--- src/rtl/qam_pkg.sv ---
// Shared types and helpers for the adaptive QAM mapper: constellation mode
// enumeration, bits-per-symbol lookup and clamping of the requested mode.
package qam_pkg;

  typedef enum logic [1:0] {QAM4, QAM16, QAM64, QAM256} qam_mode_e;

  function automatic int unsigned bits_per_sym(input qam_mode_e m);
    return 2 * (int'(m) + 1);
  endfunction

  // Requests above the largest built constellation fall back to that constellation.
  function automatic qam_mode_e clamp_mode(input logic [1:0] m, input int max_order);
    qam_mode_e top;
    top = (max_order <= 4)  ? QAM4  :
          (max_order <= 16) ? QAM16 :
          (max_order <= 64) ? QAM64 : QAM256;
    return (m > top) ? top : qam_mode_e'(m);
  endfunction

endpackage

--- src/rtl/qam_mapper_adaptive_if.sv ---
// Input word stream and output symbol stream of the mapper, with the mode select.
interface qam_mapper_adaptive_if #(
  parameter int DATA_WIDTH = 8,
  parameter int AMP_W      = 5
);
  logic [1:0]              i_mode;
  logic [DATA_WIDTH-1:0]   i_data;
  logic                    i_dv;
  logic                    i_last;
  logic                    i_ready;
  logic signed [AMP_W-1:0] o_i;
  logic signed [AMP_W-1:0] o_q;
  logic                    o_dv;
  logic                    o_last;
  logic                    o_ready;

  modport master (output i_mode, i_data, i_dv, i_last, o_ready,
                  input  i_ready, o_i, o_q, o_dv, o_last);
  modport slave  (input  i_mode, i_data, i_dv, i_last, o_ready,
                  output i_ready, o_i, o_q, o_dv, o_last);
endinterface

--- src/rtl/qam_axis_map.sv ---
// One constellation axis: Gray code -> binary -> signed odd level 2b-(L-1).
// lmax = L-1 is an all-ones mask over the active low bits of g.
module qam_axis_map #(
  parameter int H = 4
) (
  input  logic [H-1:0]      g,
  input  logic [H-1:0]      lmax,
  output logic signed [H:0] level
);
  logic [H-1:0]        b;
  logic signed [H+1:0] wide;

  always_comb begin
    b = '0;
    b[H-1] = g[H-1];
    for (int j = H - 2; j >= 0; j--) b[j] = b[j+1] ^ g[j];
    wide  = signed'({1'b0, b, 1'b0}) - signed'({2'b00, lmax});
    level = wide[H:0];
  end
endmodule

--- src/rtl/qam_mapper_adaptive.sv ---
// Streaming QAM mapper: bit gearbox packing DATA_WIDTH-bit words into k-bit
// symbols (k set per burst), Gray-to-level mapping per axis, one output register.
module qam_mapper_adaptive
  import qam_pkg::*;
#(
  parameter int DATA_WIDTH = 8,
  parameter int MAX_ORDER  = 256,
  parameter int MAX_BITS   = $clog2(MAX_ORDER),
  parameter int AMP_W      = MAX_BITS / 2 + 1
) (
  input logic                 clk,
  input logic                 rst,
  qam_mapper_adaptive_if.slave bus
);
  localparam int ACC_W  = DATA_WIDTH + MAX_BITS;
  localparam int FILL_W = $clog2(ACC_W + 1);
  localparam int H      = MAX_BITS / 2;
  localparam logic [FILL_W-1:0] MAXB = FILL_W'(MAX_BITS);
  localparam logic [FILL_W-1:0] HB   = FILL_W'(H);
  localparam logic [FILL_W-1:0] DWB  = FILL_W'(DATA_WIDTH);

  logic [ACC_W-1:0]    acc, acc_sh, acc_n, word_ext;
  logic [FILL_W-1:0]   fill, fill_sh, fill_n, k, h;
  qam_mode_e           mode_q;
  logic                last_pending, ready_en;
  logic                can_load, take, flush, accept;
  logic [MAX_BITS-1:0] sym;
  logic [H-1:0]        lmax, i_g, q_g;
  logic signed [H:0]   lvl_i, lvl_q;

  assign k        = FILL_W'(bits_per_sym(mode_q));
  assign h        = k >> 1;
  assign can_load = !bus.o_dv || bus.o_ready;
  assign take     = can_load && (fill >= k);
  assign flush    = can_load && last_pending && (fill != '0) && (fill < k);
  assign accept   = bus.i_dv && bus.i_ready;
  assign bus.i_ready = ready_en && (fill <= MAXB) && !last_pending;

  // Top k bits of the MSB-aligned accumulator; bits below fill are always zero,
  // so a flush symbol comes out zero-padded without extra logic.
  assign sym  = acc[ACC_W-1 -: MAX_BITS] >> (MAXB - k);
  assign lmax = {H{1'b1}} >> (HB - h);
  assign i_g  = H'(sym >> h);
  assign q_g  = H'(sym) & lmax;

  qam_axis_map #(.H(H)) u_map_i (.g(i_g), .lmax(lmax), .level(lvl_i));
  qam_axis_map #(.H(H)) u_map_q (.g(q_g), .lmax(lmax), .level(lvl_q));

  always_comb begin
    acc_sh   = take ? (acc << k) : (flush ? '0 : acc);
    fill_sh  = take ? (fill - k) : (flush ? '0 : fill);
    word_ext = {bus.i_data, {MAX_BITS{1'b0}}} >> fill_sh;
    acc_n    = accept ? (acc_sh | word_ext) : acc_sh;
    fill_n   = accept ? (fill_sh + DWB) : fill_sh;
  end

  always_ff @(posedge clk or posedge rst) begin
    if (rst) begin
      acc          <= '0;
      fill         <= '0;
      mode_q       <= QAM4;
      last_pending <= 1'b0;
      ready_en     <= 1'b0;
    end else begin
      acc      <= acc_n;
      fill     <= fill_n;
      ready_en <= 1'b1;
      if (accept && fill == '0 && !last_pending)
        mode_q <= clamp_mode(bus.i_mode, MAX_ORDER);
      if (bus.o_dv && bus.o_ready && bus.o_last)
        last_pending <= 1'b0;
      if (accept && bus.i_last)
        last_pending <= 1'b1;
    end
  end

  // Output register: loads a new symbol whenever it is empty or draining.
  always_ff @(posedge clk or posedge rst) begin
    if (rst) begin
      bus.o_i    <= '0;
      bus.o_q    <= '0;
      bus.o_dv   <= 1'b0;
      bus.o_last <= 1'b0;
    end else if (take || flush) begin
      bus.o_i    <= AMP_W'(lvl_i);
      bus.o_q    <= AMP_W'(lvl_q);
      bus.o_dv   <= 1'b1;
      bus.o_last <= flush || (last_pending && fill == k);
    end else if (bus.o_ready) begin
      bus.o_dv   <= 1'b0;
    end
  end
endmodule

--- src/flat_wrapper.sv ---
// flat-port wrapper written by rule: the top's interface ports become plain ports
module qam_mapper_adaptive_flat import qam_pkg::*;
#(
  parameter int DATA_WIDTH = 8,
  parameter int MAX_ORDER  = 256,
  parameter int MAX_BITS   = $clog2(MAX_ORDER),
  parameter int AMP_W      = MAX_BITS / 2 + 1
)
  (clk, rst, bus_i_mode, bus_i_data, bus_i_dv, bus_i_last, bus_o_ready, bus_i_ready, bus_o_i, bus_o_q, bus_o_dv, bus_o_last);
  qam_mapper_adaptive_if #(.DATA_WIDTH(DATA_WIDTH), .AMP_W(AMP_W)) bus_i ();
  input logic clk;
  input logic rst;
  input wire logic [$bits(bus_i.i_mode)-1:0] bus_i_mode;
  input wire logic [$bits(bus_i.i_data)-1:0] bus_i_data;
  input wire logic [$bits(bus_i.i_dv)-1:0] bus_i_dv;
  input wire logic [$bits(bus_i.i_last)-1:0] bus_i_last;
  input wire logic [$bits(bus_i.o_ready)-1:0] bus_o_ready;
  output wire logic [$bits(bus_i.i_ready)-1:0] bus_i_ready;
  output wire logic [$bits(bus_i.o_i)-1:0] bus_o_i;
  output wire logic [$bits(bus_i.o_q)-1:0] bus_o_q;
  output wire logic [$bits(bus_i.o_dv)-1:0] bus_o_dv;
  output wire logic [$bits(bus_i.o_last)-1:0] bus_o_last;
  assign bus_i.i_mode = bus_i_mode;
  assign bus_i.i_data = bus_i_data;
  assign bus_i.i_dv = bus_i_dv;
  assign bus_i.i_last = bus_i_last;
  assign bus_i.o_ready = bus_o_ready;
  assign bus_i_ready = bus_i.i_ready;
  assign bus_o_i = bus_i.o_i;
  assign bus_o_q = bus_i.o_q;
  assign bus_o_dv = bus_i.o_dv;
  assign bus_o_last = bus_i.o_last;
  qam_mapper_adaptive #(.DATA_WIDTH(DATA_WIDTH), .MAX_ORDER(MAX_ORDER), .MAX_BITS(MAX_BITS), .AMP_W(AMP_W)) u_core (.clk(clk), .rst(rst), .bus(bus_i));
endmodule
--- config.mk ---
export PLATFORM = sky130hd
export DESIGN_NAME = qam_mapper_adaptive_flat
export DESIGN_NICKNAME = d
export VERILOG_FILES = /design/src/rtl/qam_pkg.sv /design/src/rtl/qam_mapper_adaptive_if.sv /design/src/rtl/qam_axis_map.sv /design/src/rtl/qam_mapper_adaptive.sv /design/src/flat_wrapper.sv
export SDC_FILE = /design/constraint.sdc
export NUM_CORES = 1
export LEC_CHECK = 0
export BUFFER_PORTS_ARGS = -buffer_cell sky130_fd_sc_hd__buf_4
export CORE_ASPECT_RATIO = 1.4
export CORE_MARGIN = 3
export CORE_UTILIZATION = 54
export DETAILED_ROUTE_END_ITERATION = 8
export GPL_TIMING_DRIVEN = 0
export PLACE_DENSITY = 0.88
export REMOVE_ABC_BUFFERS = 1
export SYNTH_ARGS = -nofsm -noshare
export SYNTH_HDL_FRONTEND = slang
export SYNTH_SLANG_ARGS = --single-unit
--- constraint.sdc ---
create_clock -name clk -period 3.5 [get_ports clk]
set_input_delay 0.7 -clock clk [delete_from_list [all_inputs] [get_ports clk]]
set_output_delay 0.7 -clock clk [all_outputs]
set_load 0.01 [all_outputs]
==> impl_metrics.tcl <==
set metrics [dict create \
    skew_ns 0.0117 \
    critPathArrivalTime_ns 3.65 \
    cts.sinks 36 \
    worstSetupEndpointType "flop" \
    start_util_pct 57.5 \
    synth_fa_ha_area_share_pct 6.88 \
    antenna_left 0 \
    cts_max_level 2 \
    max_freq_mhz 290 \
    synthFlopType "dfrtp_1" \
    instances_no_fill 425 \
    hold_viol_final 0 \
    dp_worst_setup_slack_ns -2.09 \
    drtPass1Iterations 8 \
    grt_pass1_vias 2635 \
    grt.total_usage_pct 25.3 \
    drc 0 \
    final_cell_area_um2 3440 \
    placedCellCount 406 \
    critical_path_class "flop to flop" \
    cts_buffers 5 \
    fp.dieW_um 67.6 \
    max_slew.worst_pin.slew_ns 0.804 \
    synth_compound_area_share_pct 26.0 \
    cts.path.max_buffers 2 \
    num_rows 30 \
    required_ns 3.70 \
    synthXorXnorAreaFrac_pct 5.18 \
    cp-endpoint "u_core.acc[1]" \
    final_nets 390 \
    max-slew-margin-rel_pct 46.3 \
    synth_top_area_share_pct 31.4 \
    period_needed_ns 3.45 \
    synth.area.mux_share_pct 10.6 \
    finalWorstSetupSlack_ns 0.0466 \
    clk_pin_slew_ns 0.08 \
    cp-startpoint "u_core.mode_q[1]" \
    fillers 388 \
    drt_iter0_markers 269 \
    drive_gt1_share_pct 21.3 \
    syn_inst 329 \
    clkLatencyLatePin_ns 0.30 \
    finalWeightedCongestion 0.916 \
    ioPinCount 28 \
    place_area_um2 3110 \
    viasPerCell 6.67 \
    regToRegStartpoint "u_core.mode_q[1]" \
    area_growth_pct 19.9 \
    antenna_found_initial 0 \
    slew_viol_final 0 \
    vias 2835 \
    grt_start_max_net_pins 38 \
    timing.final.crit_share_pct 98.7 \
    die_h_um 92.3 \
    cts_tree "done" \
    setup_viol 0 \
    antenna_cells 0 \
    routed_wl_um 8050 \
    wl_per_cell_um 18.9 \
    mostFrequentLayoutCells "nand2_1 (40), buf_4 (36), dfrtp_1 (34)" \
    async_flop_share_pct 100 \
    r2r_setup_slack_ns 0.05 \
    hold_class "flop to flop" \
    synthDistinctLibCells 58 \
    synthSimpleGateAreaFrac_pct 15.3 \
    hold_buffers 0 \
    synth_edf_count 0 \
    yosys_warnings 0 \
    grt_overflow_total 0 \
    synth_top_family_by_area "compound AO/OA/AOI/OAI gates" \
    die-area_um2 6240 \
    rsz0062_at_grt "yes" \
    yosysTopAreaCell "dfrtp_1" \
    start_kind "flop" \
    r2r_end "u_core.acc[1]" \
    avgSynthCellArea_um2 8.73 \
    critPathMaxFanout 15 \
    ys_ff_latch 36 \
    whs_ns 0.484 \
    synth.area.top_cells "dfrtp_1 (31%), mux2i_1 (7.0%), nand2_1 (5.4%), ha_1 (4.8%), a21oi_1 (3.8%)" \
    status "finished, final reports clean" \
    grt_pass1_wl_um 12200 \
    cts-root-buf "clkbuf_8" \
    rr_worst_depth 11 \
    post-dp-hpwl_um 5020 \
    final_common_cell "nand2_1" \
    cap_violations 0 \
    port_buffers 27 \
    seq_area_frac_synth_pct 31.4 \
    core_um2 4990 \
    syn_area_um2 2870 \
]
cell usage after synthesis (2+ instances only):
cell / count
a2111oi_2: 2
a211oi_1: 5
a21o_1: 9
a21oi_1: 22
a222oi_1: 3
a22o_1: 3
a22oi_1: 8
a31oi_1: 3
a32o_1: 2
and2_1: 2
clkbuf_1: 11
dfrtp_1: 36
fa_1: 3
ha_1: 11
inv_1: 15
mux2_2: 8
mux2i_1: 20
nand2_1: 41
nand2b_1: 4
nand3_1: 7
nor2_1: 23
nor2b_1: 6
nor3_1: 5
o21ai_0: 20
o21ai_1: 2
o221ai_1: 10
o311ai_1: 2
xnor2_1: 6
xor2_1: 11
per-layer routing:
metal  global-route usage [%]  wire (um)  vias up
met3                     4.37        672       47
met5                        0          0        -
met2                     43.9       4130      184
met4                     11.2        385        0
met1                     29.5       2870     1325
li1                         -          -     1279
how the worst min path moves through the flow:
stage                      start                end  slack [ns]  cells after the start
2_1_floorplan      u_core.acc[8]      u_core.acc[8]        0.49                      2
3_3_place_gp   u_core.bus.o_q[2]  u_core.bus.o_q[2]        0.46                      2
3_5_place_dp   u_core.bus.o_i[1]  u_core.bus.o_i[1]        0.47                      2
4_1_cts        u_core.bus.o_i[1]  u_core.bus.o_i[1]        0.49                      2
5_1_grt        u_core.bus.o_q[1]  u_core.bus.o_q[1]        0.50                      2
6_report       u_core.bus.o_i[1]  u_core.bus.o_i[1]        0.48                      2
layout make-up:
type	instances	area, um2	area share (%)
Multi-Input combinational cell	263	1970	57.2
Sequential cell	36	906	26.3
Tap cell	64	80.1	2.33
Clock buffer	7	96.3	2.80
Timing Repair Buffer	39	329	9.56
Inverter	16	63.8	1.85
cell families (layout without fill, tap and decap cells):
family	after synthesis	after routing
compound gates	105	106
fa+ha+maj	14	14
other cells	1	1
simple gates	96	96
buf+inv	31	62
flops	36	36
xor+xnor	17	17
mux	29	29
what timing repair did:
item / CTS / global route
pin swaps: 2 / 4
endpoints found under the hold margin: 0 / 0
resized for setup: 12 / 10
buffers inserted: 9 / 2
cloned: 0 / 1
setup endpoints to repair: 32 / 21
worst max-delay path: stages (launching register included):
cell	delay (ns)
dfrtp_2	0.50
inv_1	0.13
ha_4	0.40
inv_1	0.11
ha_1	0.34
nand4_1	0.39
a31o_4	0.42
a21oi_4	0.18
inv_2	0.09
mux2_4	0.33
or3_1	0.35
o311ai_1	0.09
flip-flops by register name, indices dropped and copies added, names as in the netlist:
register             count
u_core.bus.o_dv          1
u_core.fill              5
u_core.last_pending      1
u_core.ready_en          1
u_core.bus.o_q           5
u_core.bus.o_i           4
u_core.mode_q            2
u_core.bus.o_last        1
u_core.acc              16
stage by stage:
stage          setup TNS, ns  utilization, %
6_report                   0            69.0
5_1_grt               -0.783            69.0
4_1_cts                    0            67.0
3_5_place_dp          -49.04            62.4
3_3_place_gp          -45.48            61.8
2_1_floorplan         -17.44               -
Power is not shown: default switching activity piles up to over one toggle a cycle in this logic, so the estimate is an artifact.
